[src/rtl/fetch_pkg.sv]
`default_nettype none
// ==========================================================================
// Module : fetch_pkg
// Desc   : Fetch-stage FSM states and the shared NOP encoding.
// Rev    : 1.0 - initial release
// ==========================================================================
package fetch_pkg;

   typedef enum logic [0:0] {
      ST_INIT = 1'b0,
      ST_RUN  = 1'b1
   } fetch_state_e;

   localparam logic [31:0] NOP_WORD_DEFAULT = 32'h0000_0000;

endpackage
`default_nettype wire

[src/rtl/imem_array.sv]
`default_nettype none
// ==========================================================================
// Module : imem_array
// Desc   : 1W/1R synchronous RAM, registered read with write-first bypass.
// Rev    : 1.0 - initial release
// ==========================================================================
module imem_array
   import fetch_pkg::*;
#(
   parameter int ADDR_W = 6,
   parameter int DATA_W = 32,
   parameter int DEPTH  = 64
) (
   input  logic              clk,
   input  logic              we,
   input  logic [ADDR_W-1:0] waddr,
   input  logic [DATA_W-1:0] wdata,
   input  logic              re,
   input  logic [ADDR_W-1:0] raddr,
   output logic [DATA_W-1:0] rdata
);

   localparam int c_idx_w = (DEPTH > 1) ? $clog2(DEPTH) : 1;

   logic [DATA_W-1:0]  r_mem [DEPTH];
   logic [DATA_W-1:0]  r_rdata;
   logic [c_idx_w-1:0] w_widx;
   logic [c_idx_w-1:0] w_ridx;

   // Callers keep both addresses below DEPTH, so truncation is lossless.
   assign w_widx = waddr[c_idx_w-1:0];
   assign w_ridx = raddr[c_idx_w-1:0];

   always_ff @(posedge clk) begin
      if (we) begin
         r_mem[w_widx] <= wdata;
      end
      if (re) begin
         r_rdata <= (we && (waddr == raddr)) ? wdata : r_mem[w_ridx];
      end
   end

   assign rdata = r_rdata;

endmodule
`default_nettype wire

[src/rtl/instr_fetch_mem.sv]
`default_nettype none
// ==========================================================================
// Module : instr_fetch_mem
// Desc   : Writable instruction memory, init walker, valid/ready fetch port.
// Rev    : 1.0 - initial release
// ==========================================================================
module instr_fetch_mem
   import fetch_pkg::*;
#(
   parameter int                ADDR_W   = 6,
   parameter int                DATA_W   = 32,
   parameter int                DEPTH    = 64,
   parameter logic [DATA_W-1:0] NOP_WORD = DATA_W'(NOP_WORD_DEFAULT)
) (
   input  logic              clk,
   input  logic              rst_n,
   output logic              init_done,
   input  logic              load_en,
   input  logic [ADDR_W-1:0] load_addr,
   input  logic [DATA_W-1:0] load_data,
   output logic              load_gnt,
   output logic              load_oob,
   input  logic              fetch_req,
   input  logic [ADDR_W-1:0] fetch_addr,
   output logic              fetch_gnt,
   output logic              instr_valid,
   input  logic              instr_ready,
   output logic [DATA_W-1:0] instr_out,
   output logic [ADDR_W-1:0] instr_addr
);

   localparam int                c_ptr_w = $clog2(DEPTH) + 1;
   localparam logic [c_ptr_w-1:0] c_last  = c_ptr_w'(DEPTH - 1);
   localparam logic [ADDR_W:0]    c_depth = (ADDR_W + 1)'(DEPTH);

   fetch_state_e         r_state;
   logic [c_ptr_w-1:0]   r_init_ptr;
   logic                 r_init_done;
   logic                 r_load_oob;
   logic                 r_valid;
   logic [ADDR_W-1:0]    r_addr;
   logic                 r_nop;

   logic                 w_load_oob;
   logic                 w_fetch_oob;
   logic                 w_load_wr;
   logic                 w_accept;
   logic                 w_we;
   logic [ADDR_W-1:0]    w_waddr;
   logic [DATA_W-1:0]    w_wdata;
   logic                 w_re;
   logic [DATA_W-1:0]    w_rdata;

   assign w_load_oob  = {1'b0, load_addr}  >= c_depth;
   assign w_fetch_oob = {1'b0, fetch_addr} >= c_depth;
   assign w_load_wr   = load_en && r_init_done;
   assign w_accept    = fetch_req && fetch_gnt;

   // The init walker owns the write port until RUN; loads take it afterwards.
   assign w_we    = (r_state == ST_INIT) || (w_load_wr && !w_load_oob);
   assign w_waddr = (r_state == ST_INIT) ? ADDR_W'(r_init_ptr) : load_addr;
   assign w_wdata = (r_state == ST_INIT) ? NOP_WORD : load_data;
   assign w_re    = w_accept && !w_fetch_oob;

   imem_array #(
      .ADDR_W (ADDR_W),
      .DATA_W (DATA_W),
      .DEPTH  (DEPTH)
   ) u_imem (
      .clk   (clk),
      .we    (w_we),
      .waddr (w_waddr),
      .wdata (w_wdata),
      .re    (w_re),
      .raddr (fetch_addr),
      .rdata (w_rdata)
   );

   always_ff @(posedge clk or negedge rst_n) begin
      if (!rst_n) begin
         r_state     <= ST_INIT;
         r_init_ptr  <= '0;
         r_init_done <= 1'b0;
      end else begin
         case (r_state)
            ST_INIT: begin
               if (r_init_ptr == c_last) begin
                  r_state     <= ST_RUN;
                  r_init_done <= 1'b1;
               end else begin
                  r_init_ptr <= r_init_ptr + 1'b1;
               end
            end
            ST_RUN:  r_state <= ST_RUN;
            default: r_state <= ST_INIT;
         endcase
      end
   end

   // RAM read data only changes on accept, so a stalled response is a snapshot.
   always_ff @(posedge clk or negedge rst_n) begin
      if (!rst_n) begin
         r_valid    <= 1'b0;
         r_addr     <= '0;
         r_nop      <= 1'b1;
         r_load_oob <= 1'b0;
      end else begin
         if (w_accept) begin
            r_valid <= 1'b1;
            r_addr  <= fetch_addr;
            r_nop   <= w_fetch_oob;
         end else if (r_valid && instr_ready) begin
            r_valid <= 1'b0;
         end
         if (w_load_wr && w_load_oob) begin
            r_load_oob <= 1'b1;
         end
      end
   end

   assign init_done   = r_init_done;
   assign load_gnt    = r_init_done;
   assign load_oob    = r_load_oob;
   assign fetch_gnt   = r_init_done && (!r_valid || instr_ready);
   assign instr_valid = r_valid;
   assign instr_addr  = r_addr;
   assign instr_out   = r_nop ? NOP_WORD : w_rdata;

endmodule
`default_nettype wire

[config.mk]
export PLATFORM = sky130hd
export DESIGN_NAME = instr_fetch_mem
export DESIGN_NICKNAME = d
export VERILOG_FILES = /design/src/rtl/fetch_pkg.sv /design/src/rtl/imem_array.sv /design/src/rtl/instr_fetch_mem.sv
export SDC_FILE = /design/constraint.sdc
export NUM_CORES = 2
export LEC_CHECK = 0
export ABC_AREA = 1
export CORE_MARGIN = 8
export CORE_UTILIZATION = 45
export DETAILED_ROUTE_END_ITERATION = 12
export PLACE_DENSITY = 0.64
export SETUP_SLACK_MARGIN = 0.1
export SKIP_LAST_GASP = 1
export SLEW_MARGIN = 40
export SYNTH_ARGS = -nofsm -noshare
export SYNTH_HDL_FRONTEND = slang
export SYNTH_SLANG_ARGS = --single-unit
export TNS_END_PERCENT = 100
[constraint.sdc]
create_clock -name clk -period 5.1 [get_ports clk]
set_input_delay 1.02 -clock clk [delete_from_list [all_inputs] [get_ports clk]]
set_output_delay 1.02 -clock clk [all_outputs]
set_load 0.005 [all_outputs]
Yosys cells after proc, flatten, opt, wreduce, memory -nomap -nowiden
Memories as Yosys holds them, arrays and structs flattened. A register that Yosys moved wholly into a read port is not among the register bits.
Cells that the tools add are included.
{ "classes": {"n_bitwise": 2, "n_reduce_logical": 10, "mux": 9, "addsub": 1, "n_eq_ne": 1} }
{ "op_table": {"columns": ["operator", "count"], "rows": [
  ["$mux W32", 2],
  ["$add A7 B1 Y7 const B", 1],
  ["$eq A7 B6 Y1 const B", 1],
  ["$mux W6", 1],
  ["$mux W1", 5],
  ["$logic_and A1 B1 Y1", 4],
  ["$reduce_and A2 Y1", 2],
  ["$logic_or A1 B1 Y1", 2],
  ["$not A1 Y1", 2],
  ["$pmux W1 S2", 1],
  ["$reduce_bool A2 Y1", 1],
  ["$logic_not A1 Y1", 1]
]} }
{ "totals": {"reg_bits": 17, "mem_bits_rw": 2048, "n_memories": 1, "inputBits": 49} }
{ "mem_list": {"columns": ["name", "words", "word_bits", "read_ports", "rd_clocked_by_memory_dff", "write_ports", "line", "rtl"], "rows": [
  ["u_imem.r_mem", 64, 32, 1, 1, 1, "imem_array.sv:25", "logic [DATA_W-1:0] r_mem [DEPTH];"]
]} }

Longest topological paths before layout
{ "depth": {"word_depth": 5, "depth_mapped": 14, "ltp_nobuf": 11} }

Hierarchy
From an unflattened synthesis, not the netlist that was laid out.
{ "unflattened": {"hier_cells": 7030, "hier_area_um2": 84599.9} }
{ "by_module_without_submodules": {"columns": ["module", "cells_each", "instances", "area_per_inst_um2"], "rows": [
  ["imem_array", 6780, 1, 83213.6],
  ["instr_fetch_mem", 250, 1, 1386.3]
]} }

Worst setup path before layout
OpenSTA, ideal clock, no wires.
{ "synth_path": {"path_kind": "input -> register", "from": "in load_addr[4]", "to": "mem u_imem.r_mem[48][0] (enable)", "n_path_buf": 0, "slack_ns": -0.197, "arrival_ns": 4.795, "path_stages": 6, "required_ns": 4.598, "path_cell_list": "nand2_1 -> o21ai_0 -> inv_1 -> nor2_1 -> nand3_1 -> nor4_1"} }
{ "synth_via": {"elab_chain_len": 1} }
{ "synth_lines": {"columns": ["element", "line", "rtl"], "rows": [
  ["start, declared", "instr_fetch_mem.sv:19", "input logic [ADDR_W-1:0] load_addr,"],
  ["$mux W6", "instr_fetch_mem.sv:61", "assign w_waddr = (r_state == ST_INIT) ? ADDR_W'(r_init_ptr) : load_addr;"],
  ["end, declared", "imem_array.sv:25", null]
]} }
Every way passes these cells.

Final worst setup path
{ "layout_path": {"from": "reg r_nop", "to": "out instr_out[26]"} }
{ "layout_via": {"elab_chain_len": 1} }
{ "layout_lines": {"columns": ["element", "line", "rtl"], "rows": [
  ["start, declared", "instr_fetch_mem.sv:42", "logic r_nop;"],
  ["start signal, assigned", "instr_fetch_mem.sv:111", "r_nop <= w_fetch_oob;"],
  ["$mux W32", "instr_fetch_mem.sv:127", "assign instr_out = r_nop ? NOP_WORD : w_rdata;"],
  ["end, declared", "instr_fetch_mem.sv:28", "output logic [DATA_W-1:0] instr_out,"]
]} }
Every way passes these cells.

==> impl_metrics.py <==
metrics = {
    "yosys": {
        "synth_nets": 7273,
        "syn_avg_cell_area_um2": 11.7,
        "yosys-top-cells-area": "edfxtp_1 (74%), nand2_1 (12%), nand3_1 (11%)",
        "yosysWarnings": 0,
        "synth-seq-area-share_pct": 74.2,
        "synth_area_um2": 84800,
        "syn-instance-count": 7223,
        "synth_cell_types": 27,
        "ys_seq_elements": 2097,
        "synth_top_area_share_pct": 73.7,
        "synth_top_cell_by_area": "edfxtp_1",
    },
    "worst_setup_path": {
        "required_ps": 4080,
        "r2r_slack_ps": 1350,
        "cp-start-kind": "flip-flop",
        "reg2reg_to": "u_imem.r_mem[8][29]",
        "crit_path_end_kind": "output port",
        "path_class": "flip-flop to output port",
        "crit_arrival_ps": 2860,
        "worstReg2RegStart": "r_state",
        "worstRegToRegCells": 8,
        "path_max_fanout": 33,
    },
    "sta": {
        "fin_tns_setup_ps": 0,
        "clock_skew_ps": 43.3,
        "slew-limit-headroom_pct": 38.7,
        "grt_setup_unrepaired": "false",
        "tightest_slew_ps": 920,
        "max_freq_mhz": 258,
        "final.period_utilization_pct": 76.1,
        "setup_ws_ps": 1220,
        "finalHoldViolations": 0,
        "slew_violations": 0,
        "final.min_clock_period_ps": 3880,
        "setup_viol": 0,
    },
    "flow_run": {
        "cap_violations": 0,
    },
    "final_layout": {
        "fillers": 16000,
        "syn2layout_area_growth_pct": 13.0,
        "drive_above_1_share_pct": 7.98,
        "nets": 7307,
    },
    "clock_tree": {
        "htree_levels": 4,
        "cts-root-buf": "clkbuf_16",
        "cts_setup_buffers": 0,
        "hold_buffers": 0,
        "clk_latency_ps": 870,
        "cts_buffer_depth": 3,
        "cts_sinks": 2097,
        "ctsResizeCount": 0,
        "cts_buffers": 205,
        "cts_tree": "built",
        "clk_pin_slew_ps": 60,
    },
    "route": {
        "dr.pass1.iters": 6,
        "antenna_left": 0,
        "drt_iter0_drc": 7483,
        "vias": 56500,
        "routedWlPerCell_um": 24.8,
        "drc": 0,
        "wl_um": 246000,
        "vias_per_cell": 5.69,
    },
    "global_route": {
        "grt_pass1_vias": 52700,
        "grt.total_usage_pct": 23.4,
        "antenna_found_initial": 4,
        "grt_start_max_net_pins": 186,
        "grt_overflow": 0,
        "grt_pass1_wl_um": 357000,
    },
    "place": {
        "detailed_place_hpwl_um": 139000,
        "post-place-ws_ps": 831,
        "port_buffers": 90,
        "place.gp.congestion": 0.904,
    },
    "power_and_ir_drop": {
        "p_leak_nw": 33.2,
        "clockPowerShare_pct": 40.9,
        "switchingPower_w": 0.00789,
        "p_comb_share_pct": 5.6,
        "p_int_w": 0.0270,
        "peakVddDrop_uv": 386,
        "p_per_area_nw_per_um2": 364,
        "seq_power_share_pct": 53.5,
        "swShare_pct": 22.6,
    },
    "die": {
        "die_area_um2": 203000,
        "start_util_pct": 45.2,
        "io_pins": 92,
        "placementRows": 159,
        "core_area_um2": 187000,
        "die_h_um": 450,
        "die_w_um": 450,
    },
    "outcome": {
        "outcome": "complete, no violations",
    },
    "hold_path": {
        "min-delay-path-class": "input pin to asynchronous set/reset pin",
    },
}
[through the flow]
step	utilization (%)	hold WS [ps]	power, W	cell area (µm²)	instances
after floorplan	-	435	0.0203	84800	7223
after global placement	47.6	449	0.0209	89100	9528
after detailed placement	47.8	462	0.0209	89500	9544
after CTS	51.1	110	0.0350	95800	9926
after global routing	51.1	128	0.0359	95800	9928
final	51.1	133	0.0349	95800	9931
[synthesized netlist by cell type]
cell      instances
o22ai_1           2
inv_2             4
nand3_1        1795
o21ai_2           3
dfstp_2           1
clkinv_1          2
conb_1            1
nand2_1        2638
buf_1            63
buf_4             8
inv_1            84
edfxtp_1       2080
dfrtp_1          16
nor3_2            1
xor2_1            7
buf_2           196
mux2_2            1
nand3_2           1
o21ai_0           8
clkbuf_1        197
nand4_1           6
o21ai_1           2
nor3_1            1
nor4_1            8
nor2_1           96
ha_1              1
a21oi_1           1
[power groups by stage]
stage	clock, W	combinational [W]	sequential, W
floorplan	0	0.00123	0.0190
global placement	0	0.00189	0.0190
detailed placement	0	0.00192	0.0190
CTS	0.0145	0.00193	0.0187
global route	0.0151	0.00212	0.0187
finish	0.0143	0.00195	0.0187
[cell type report]
type	instances	area [µm²]	share of cell area (%)
Sequential cell	2097	62900	65.6
Multi-Input combinational cell	4572	20000	20.9
Clock buffer	259	5390	5.62
Tap cell	2495	3120	3.26
Timing Repair Buffer	291	3070	3.20
Clock inverter	123	906	0.945
Inverter	90	434	0.453
Antenna cell	4	10.0	0.0104
[state kept, by name, indices dropped and copies added, names as in the netlist]
signal and flops:
init_done 1, instr_addr 6, instr_valid 1, r_init_ptr 7, r_nop 1, r_state 1, u_imem.r_mem 2048, u_imem.rdata 32
[worst max-delay path: stages (launching register included)]
cell	delay, ps
dfstp_2	580
nor2_1	760
clkdlybuf4s50_1	650
[worst max path at each step]
| stage | startpoint | slack (ps) | end |
|---|---|---|---|
| floorplan | load_addr[4] | -200 | u_imem.r_mem[48][0] |
| global placement | load_addr[1] | 830 | u_imem.r_mem[8][27] |
| detailed placement | load_addr[1] | 830 | u_imem.r_mem[8][27] |
| CTS | r_nop | 1260 | instr_out[23] |
| global route | r_state | 1200 | u_imem.r_mem[8][29] |
| finish | r_nop | 1220 | instr_out[26] |
[per-layer routing]
layer  share of wire (%)  vias up  track usage, %
li1                    -    25400               -
met1                  40    27800            32.5
met3                 8.8      463            3.55
met2                  46     2757            36.5
met5                   0        -               0
met4                 5.1        0            10.9
[logic make-up after synthesis]
| kind of cell | count (synthesis) | share of synthesized area, % |
|---|---|---|
| AO/OA/AOI/OAI | 16 | 0.111 |
| flip-flops | 2097 | 74.2 |
| AND/OR/NAND/NOR | 4546 | 22.8 |
| multiplexers | 1 | 0.0133 |
| other | 1 | 0.00442 |
| adder cells (fa/ha/maj) | 1 | 0.0148 |
| XOR/XNOR | 7 | 0.0723 |
| buffers and inverters | 554 | 2.78 |
[layout by cell type, fill, tap and decap left out, types with 7 or more instances in the layout]
cell / netlist / routed
edfxtp_1: 2080 / 2080
clkbuf_1: 197 / 51
inv_1: 84 / 49
clkbuf_16: 0 / 207
dfrtp_1: 16 / 16
clkinv_2: 0 / 50
nand2_1: 2638 / 2638
nor2_1: 96 / 40
o21ai_0: 8 / 8
inv_4: 0 / 18
buf_12: 0 / 35
nand3_1: 1795 / 1795
buf_8: 0 / 13
buf_6: 0 / 7
xor2_1: 7 / 7
buf_4: 8 / 144
nor2_4: 0 / 56
clkinv_1: 2 / 58
nor4_2: 0 / 8
inv_2: 4 / 8
clkdlybuf4s50_1: 0 / 83
Note: power is estimated with default switching activity, not from simulation.
